[src/rtl/prog_loader.sv]
// Byte-stream program loader: takes a length header and big-endian words and
// writes them into CPU memory from word 0, holding the CPU in reset until done.
module prog_loader #(
    parameter int ADDR_WIDTH = 10,
    parameter int MAX_WORDS  = 1024
) (
    input  logic                  clk,
    input  logic                  reset,
    input  logic                  start,
    input  logic                  byte_valid,
    input  logic [7:0]            byte_data,
    output logic                  byte_ready,
    output logic                  mem_we,
    output logic [ADDR_WIDTH-1:0] mem_addr,
    output logic [31:0]           mem_wdata,
    output logic                  cpu_hold,
    output logic                  done,
    output logic                  error
);

    // state   | meaning
    // IDLE    | out of reset, waiting for start
    // LEN_HI  | taking the length MSB
    // LEN_LO  | taking the length LSB, then validating the length
    // DATA    | assembling a word, four bytes MSB first
    // WRITE   | one-cycle memory write of the assembled word
    // DONE    | image complete, CPU released
    // ERROR   | length rejected, CPU held
    typedef enum logic [2:0] {
        S_IDLE, S_LEN_HI, S_LEN_LO, S_DATA, S_WRITE, S_DONE, S_ERROR
    } state_t;

    localparam logic [16:0] MAX_LEN = 17'(MAX_WORDS);

    state_t      state, state_nx;
    logic [15:0] len;
    logic [15:0] count;
    logic [1:0]  byte_idx;
    logic        accept;
    logic [15:0] len_full;
    logic        len_bad;
    logic        last_word;

    assign accept    = byte_valid && byte_ready;
    assign len_full  = {len[15:8], byte_data};
    assign len_bad   = (len_full == 16'd0) || ({1'b0, len_full} > MAX_LEN);
    assign last_word = ((count + 16'd1) == len);

    always_ff @(posedge clk or posedge reset) begin
        if (reset) state <= S_IDLE;
        else       state <= state_nx;
    end

    always_comb begin
        state_nx = state;
        case (state)
            S_IDLE:   if (start) state_nx = S_LEN_HI;
            S_LEN_HI: if (accept) state_nx = S_LEN_LO;
            S_LEN_LO: if (accept) state_nx = len_bad ? S_ERROR : S_DATA;
            S_DATA:   if (accept && byte_idx == 2'd3) state_nx = S_WRITE;
            S_WRITE:  state_nx = last_word ? S_DONE : S_DATA;
            S_DONE:   if (start) state_nx = S_LEN_HI;
            S_ERROR:  if (start) state_nx = S_LEN_HI;
            default:  state_nx = S_IDLE;
        endcase
    end

    // Outputs depend on the registered state only, never on start/byte_valid.
    always_comb begin
        byte_ready = 1'b0;
        mem_we     = 1'b0;
        cpu_hold   = 1'b1;
        done       = 1'b0;
        error      = 1'b0;
        case (state)
            S_LEN_HI, S_LEN_LO, S_DATA: byte_ready = 1'b1;
            S_WRITE:                    mem_we     = 1'b1;
            S_DONE: begin
                done     = 1'b1;
                cpu_hold = 1'b0;
            end
            S_ERROR:                    error      = 1'b1;
            default: ;
        endcase
    end

    always_ff @(posedge clk or posedge reset) begin
        if (reset) begin
            len       <= 16'd0;
            count     <= 16'd0;
            byte_idx  <= 2'd0;
            mem_addr  <= '0;
            mem_wdata <= 32'd0;
        end else begin
            case (state)
                S_LEN_HI: if (accept) len[15:8] <= byte_data;
                S_LEN_LO: if (accept) begin
                    len[7:0] <= byte_data;
                    count    <= 16'd0;
                    byte_idx <= 2'd0;
                    mem_addr <= '0;
                end
                S_DATA: if (accept) begin
                    mem_wdata <= {mem_wdata[23:0], byte_data};
                    byte_idx  <= byte_idx + 2'd1;
                end
                S_WRITE: begin
                    count <= count + 16'd1;
                    // Address stays on the last word written so DONE shows N-1.
                    if (!last_word) mem_addr <= mem_addr + ADDR_WIDTH'(1);
                end
                S_DONE: if (start) mem_addr <= '0;
                default: ;
            endcase
        end
    end

endmodule

[config.mk]
export PLATFORM = sky130hd
export DESIGN_NAME = prog_loader
export DESIGN_NICKNAME = d
export VERILOG_FILES = /design/src/rtl/prog_loader.sv
export SDC_FILE = /design/constraint.sdc
export NUM_CORES = 1
export LEC_CHECK = 0
export BUFFER_PORTS_ARGS = -buffer_cell sky130_fd_sc_hd__buf_2
export CELL_PAD_IN_SITES_DETAIL_PLACEMENT = 1
export CELL_PAD_IN_SITES_GLOBAL_PLACEMENT = 2
export CORE_MARGIN = 2
export CORE_UTILIZATION = 37
export CTS_CLUSTER_SIZE = 8
export DETAILED_ROUTE_END_ITERATION = 6
export PLACE_DENSITY = 0.91
export SLEW_MARGIN = 0
export SYNTH_ARGS = -nofsm -noshare
export SYNTH_HDL_FRONTEND = slang
export SYNTH_SLANG_ARGS = --single-unit
[constraint.sdc]
create_clock -name clk -period 3.28 [get_ports clk]
set_input_delay 0.82 -clock clk [delete_from_list [all_inputs] [get_ports clk]]
set_output_delay 0.82 -clock clk [all_outputs]
set_load 0.02 [all_outputs]
==> results.md, run 1 <==
* Initial antenna violation count at 0
* Buffers on Ports at 58
* Worst setup skew after layout at 0.01421 ns
* Sequential element share of the synthesized area at 47.76%
* CP Capture Type: flip-flop
* Global route total overflow at 0
* GRT Overall Usage at 19.40%
* WS Path Type: reg -> reg
* Net Count, Synth at 406
* Post-synthesis register bit count at 79
* Clock latency at the later pin of the worst-skew pair at 0.37 ns
* CP Cell Sequence: nand4_2 -> nor3_1 -> xnor2_1 -> nand4_1 -> nor4_4 -> nor2_2 -> a221o_1
* Initial Util at 38.01%
* Least-Margin Pin Slew at 0.9818 ns
* Synth Instances at 391
* Layout cells sized above 1 at 31.65%
* Number of global-route vias before repair at 3437
* CP startpoint kind: flip-flop
* H-tree depth at 3
* Hold violation count in the final report at 0
* Mapped cell area at 0.004139 mm^2
* Top delay family on crit path: simple AND/OR/NAND/NOR gates
* Buffer and inverter count on the worst path at 0
* Die width at 109.8 um
* Crit path time final at 3.046 ns
* Number of CTS-inserted buffers at 9
* Global-route wire length before repair at 18.10 mm
* Slowest stage delay, CP at 0.60 ns
* YS warnings at 0
* Aggregate routed wire length at 10.71 mm
* CTS-repair resized insts at 0
* GP Congestion at 0.8586
* Nets at 465
* # DRC at 0
* Hold_buf cts at 0
* Pins Over Slew Limit at 0
* Outcome: complete, no violations
* Max Cap Viol at 0
* Lkg Pwr at 2.105 nW
* RSZ-0062 raised after global routing: false
* Setup TNS at 0 ns
* Hpwl dp at 7.756 mm
* Antenna Nets Post-Route at 0
* Relative slew slack at 34.31%
* R2r setup slk at 0.23 ns
* Core Region at 0.01089 mm^2
* Chip height at 109.8 um
* N_diodes at 0
* Setup Buffers After CTS at 0
* CP Max Fanout at 12
* Endpoints failing setup at 0
* Vias post-DR at 3331
* Ports at 59
* HP Class: reg -> reg
* Synth cell types at 53
* Layout Utilization at 43.84%
* Max Clock Freq at 328.3 MHz
* Die area at 0.01205 mm^2
* Clock sink total at 79
* Worst VDD drop at 0.0005654 V
* CTS tree: done
* Clock transition at the registers of the reported paths at 0.10 ns
* Fillers at 1206
* Largest net degree at the start of global routing at 46
* Root Driver: clkbuf_8
* Power per cell area at 906.2 mW/mm^2
* Vias per inst at 5.598
* DRT iter0 DRCs at 173
* Tcrit/Tclk final at 92.85%
* DR WL/cell at 18.01 um
* Syn avg cell area at 10.59 um^2
* TritonRoute pass-1 iters at 4
* CP max-delay cell: nor4_4
* Critical Path RT at 3.53 ns
* Std cell rows at 38
* Worst-case clock buffer depth at 2
* Crit path DAT at 3.29 ns
* Syn-to-layout area delta at 15.33%
-- cells in the mapped netlist, drive strengths merged --
library cell,count,share of area (%)
a21oi,9,1.1
o21bai,1,0.18
o31ai,6,1.1
o41ai,3,0.63
buf,12,1.7
xnor2,9,1.9
or4b,1,0.24
xor2,10,2.1
nand2b,3,0.45
nand3,20,2.7
or4,5,0.91
inv,8,0.73
and2,3,0.45
nor2,25,2.4
o21a,2,0.36
and4,3,0.63
a32o,1,0.24
a2111oi,2,0.57
clkbuf,9,0.85
mux2i,3,0.73
o32a,1,0.24
nand3b,1,0.18
a21bo,1,0.24
nor3,8,0.97
a221o,1,0.24
clkinv,1,0.091
a211oi,2,0.36
o211ai,11,2.2
and4b,1,0.24
a31oi,3,0.45
a2bb2oi,2,0.42
nand2,32,2.9
or4bb,1,0.27
nor4,9,2.2
o21ai,28,3.4
and3,5,0.76
o22ai,1,0.15
dfrtp,79,48
nand4,13,2.1
ha,3,0.91
or3,5,0.76
mux2,48,13
-- cells in the final DEF (no fill, tap or decap), types with 3 or more instances in the layout --
cell type / n
ha_1: 3
nand2b_1: 3
xor2_1: 10
nand4_1: 12
or4_1: 5
and3_1: 5
inv_6: 3
nor2_1: 23
nand2_1: 32
or3_1: 5
o21ai_0: 28
o211ai_1: 9
o41ai_1: 3
a21oi_1: 9
inv_1: 7
nand3_1: 19
nor3_1: 8
mux2i_1: 3
dfrtp_1: 79
a31oi_1: 3
clkbuf_8: 9
buf_2: 58
buf_4: 10
mux2_2: 48
and4_1: 3
nor4_1: 6
and2_1: 3
o31ai_1: 6
xnor2_1: 9
-- logic make-up (layout without fill, tap and decap cells) --
| family | count (synthesis) | in the layout | share of synthesized area (%) |
|---|---|---|---|
| and+or+nand+nor | 135 | 135 | 18.23 |
| xor gates and xnor gates | 19 | 19 | 4.021 |
| muxes | 51 | 51 | 13.78 |
| DFF | 79 | 79 | 47.76 |
| buffers and inverters | 30 | 94 | 3.386 |
| AOI/OAI and AO/OA | 74 | 74 | 11.91 |
| adders and majority gates | 3 | 3 | 0.9070 |
-- final cells by class --
class / count / area, um^2 / area share (%)
Clock buffer: 10 / 127.6 / 2.674
Clock inverter: 6 / 51.30 / 1.075
Inverter: 9 / 35.03 / 0.7339
Multi-Input combinational cell: 282 / 2022 / 42.36
Sequential cell: 79 / 1977 / 41.42
Tap cell: 140 / 175.2 / 3.670
Timing Repair Buffer: 69 / 385.4 / 8.073
-- report_power, final --
| part | switching [W] | leakage [nW] | internal (W) |
|---|---|---|---|
| Clock | 0.000399 | 0.0879 | 0.000286 |
| Combinational | 0.00105 | 1.01 | 0.000798 |
| Sequential | 0.000430 | 1.01 | 0.00136 |
-- worst register-to-register path: stages, from the launching register on --
cell and delay [ns]:
dfrtp_1 0.53, nand4_2 0.37, nor3_1 0.51, xnor2_1 0.17, nand4_1 0.17, nor4_4 0.60, nor2_2 0.25, a221o_1 0.33
-- path summary, 6_finish.rpt --
| kind | startpoint | endpoint | cells past startpoint |
|---|---|---|---|
| setup reg to reg | count[3] | state[1] | 7 |
| hold / removal | byte_idx[1] | byte_idx[1] | 2 |
| setup / recovery | count[3] | state[1] | 7 |
| min in group asynchronous | reset | count[8] | 2 |
| hold reg to reg | byte_idx[1] | byte_idx[1] | 2 |
| max in group asynchronous | reset | count[5] | 3 |
-- layer usage --
| metal | wire length [um] | vias to the layer above | GRT usage [%] | part of all wire (%) |
|---|---|---|---|---|
| li1 | - | 1569 | - | - |
| met5 | 0 | - | 0 | 0 |
| met4 | 241 | 0 | 7.866 | 2.2 |
| met3 | 377 | 16 | 3.201 | 3.5 |
| met2 | 5230 | 74 | 31.75 | 49 |
| met1 | 4863 | 1672 | 25.55 | 45 |
-- metrics by stage --
step	hold WS, ns	setup WS [ns]	area (um^2)	power, W	instances
finish	0.4997	0.2344	4773	0.004326	595
global route	0.5249	0.05477	4773	0.004630	595
CTS	0.5063	0.2635	4773	0.004371	595
detailed placement	0.4872	0.2899	4594	0.003673	579
global placement	0.4717	0.4309	4594	0.003579	579
floorplan	0.4538	0.4366	4139	0.003037	391
-- registers in the layout, summed over array words and instances, names as in the netlist --
signal	count
state	3
mem_addr	10
byte_idx	2
mem_wdata	32
count	16
len	16
Power figures use the tool's default switching activity.
==> run 2, diff against run 1 <==
==> constraint.sdc (replaced) <==
create_clock -name clk -period 3.28 [get_ports clk]
set_input_delay 0.656 -clock clk [delete_from_list [all_inputs] [get_ports clk]]
set_output_delay 0.656 -clock clk [all_outputs]
set_load 0.02 [all_outputs]
==> run 2 against run 1 <==
Against the previous run: worst setup slack improved by 0.090 ns; global-route usage down 0.89 points; core utilization is 0.29 points lower; combinational power is essentially flat; register-to-register slack better by 0.09 ns; count of clock-buffer cells in the layout is 1 lower; first-iteration DRC count shrank 18%; cell area decreased by 0.66%; power shrank 1.5%; clock power down 9.1%.
==> results.md, run 2 (synthesis gave the netlist of run 1 again) <==
* Std cell rows at 38
* CP Max Fanout at 11
* Worst-case clock buffer depth at 2
* RSZ-0062 raised after global routing: false
* Clock sink total at 79
* Crit. Startpoint: count[0]
* Number of global-route vias before repair at 3401
* Crit path time final at 2.956 ns
* Most flop-heavy register: mem_wdata
* # DRC at 0
* Chip height at 109.8 um
* Root Driver: clkbuf_8
* Most common cell after layout, fill and taps aside: dfrtp_1
* Max Cap Viol at 0
* Worst R2R Path Depth at 8
* Clock latency at the later pin of the worst-skew pair at 0.34 ns
* Die width at 109.8 um
* Multi-input gate area at 0.002027 mm^2
* Layout cells sized above 1 at 31.79%
* Critical Path RT at 3.51 ns
* Syn-to-layout area delta at 14.57%
* Crit path DAT at 3.19 ns
* Worst Setup EP: state[1]
* Antenna Nets Post-Route at 0
* CTS tree: done
* Aggregate routed wire length at 10.47 mm
* Switching part of the total power at 43.15%
* Largest net degree at the start of global routing at 34
* Clock transition at the registers of the reported paths at 0.08 ns
* Gate power share at 43.2%
* Worst r2r src: count[0]
* Most frequent cells in the layout: dfrtp_1, buf_2, mux2_2, nand2_1, o21ai_0
* GRT Overall Usage at 18.50%
* Final Cell Area at 0.004742 mm^2
* Global-route wire length before repair at 17.30 mm
* Net Sw Power at 0.001838 W
* Outcome: complete, no violations
* DRT iter0 DRCs at 142
* Die area at 0.01205 mm^2
* GP Congestion at 0.8608
* Setup TNS at 0 ns
* Lkg Pwr at 2.089 nW
* Ports at 59
* Fillers at 1261
* Worst VDD drop at 0.0005207 V
* Worst setup skew after layout at 0.005779 ns
* Internal at 0.002421 W
* CTS-repair resized insts at 0
* Sequential Power Share at 42.2%
* Endpoints failing setup at 0
* Nets at 464
* Hpwl dp at 7.678 mm
* Relative slew slack at 36.73%
* Number of CTS-inserted buffers at 9
* Pwr Total at 0.004259 W
* Placement Cell Area at 0.004574 mm^2
* Global route total overflow at 0
* Buffers on Ports at 58
* Power per cell area at 898.1 mW/mm^2
* R2r setup slk at 0.32 ns
* FF/Latch Area at 0.001977 mm^2
* Biggest regs: mem_wdata (32), count (16), len (16)
* CP Capture Type: flip-flop
* Tcrit/Tclk final at 90.12%
* Clock power frac at 14.6%
* Max Clock Freq at 338.3 MHz
* Hold_buf cts at 0
* DR WL/cell at 17.66 um
* HP Class: in -> async
* Setup Buffers After CTS at 0
* TritonRoute pass-1 iters at 4
* Vias per inst at 5.535
* Initial Util at 38.01%
* Vias post-DR at 3282
* Core Region at 0.01089 mm^2
* Initial antenna violation count at 0
* WS Path Type: reg -> reg
* N_diodes at 0
* Max FFs per register at 32
* Pins Over Slew Limit at 0
* Least-Margin Pin Slew at 0.9456 ns
* CP startpoint kind: flip-flop
* Hold violation count in the final report at 0
* Worst reg2reg path endpoint: state[1]
* H-tree depth at 3
## run 2: final cells by class
cell class	count	share of cell area [%]
tap	140	3.694
multi-input combinational	282	42.74
clock inverter	6	0.8179
timing repair buffer	68	7.704
sequential	79	41.69
inverter	9	0.7388
clock buffer	9	2.612
## run 2: how the worst min path moves through the flow
stage,cells after the start,slack [ns],to
after floorplan,2,0.45,byte_idx[1]
after global placement,2,0.47,byte_idx[1]
after detailed placement,1,0.49,mem_wdata[27]
after CTS,2,0.36,mem_addr[1]
after global routing,2,0.37,mem_addr[1]
final,2,0.33,mem_addr[1]
## run 2: power by group through the flow
stage	clock network, W	logic [W]	registers, W
4_1_cts	0.000645	0.00187	0.00180
5_1_grt	0.000680	0.00200	0.00187
3_5_place_dp	0	0.00186	0.00181
6_report	0.000622	0.00184	0.00180
2_1_floorplan	0	0.00109	0.00195
3_3_place_gp	0	0.00180	0.00177
## run 2: critical path, stage by stage, from the launching register on
cell and delay (ns):
dfrtp_1 0.50, ha_1 0.36, and2_1 0.28, nand3_1 0.21, o31ai_1 0.28, o22ai_1 0.14
nor4_4 0.51, nor2_2 0.25, a221o_1 0.31
## run 2: metrics by stage
step / hold slack (ns) / setup slack [ns] / util (%) / std cells
global route: 0.3713 / 0.09294 / 43.55 / 593
CTS: 0.3550 / 0.2785 / 43.51 / 593
global placement: 0.4710 / 0.4253 / 42.01 / 578
detailed placement: 0.4928 / 0.2814 / 42.01 / 578
finish: 0.3332 / 0.3242 / 43.55 / 593
floorplan: 0.4538 / 0.6006 / - / 391
## run 2: layer usage
metal  GRT usage, %  vias up  routed length (um)
met3          3.260       13                 333
li1               -     1563                   -
met5              0        -                   0
met1          23.77     1639                4733
met4          5.696        0                 155
met2          31.75       67                5249
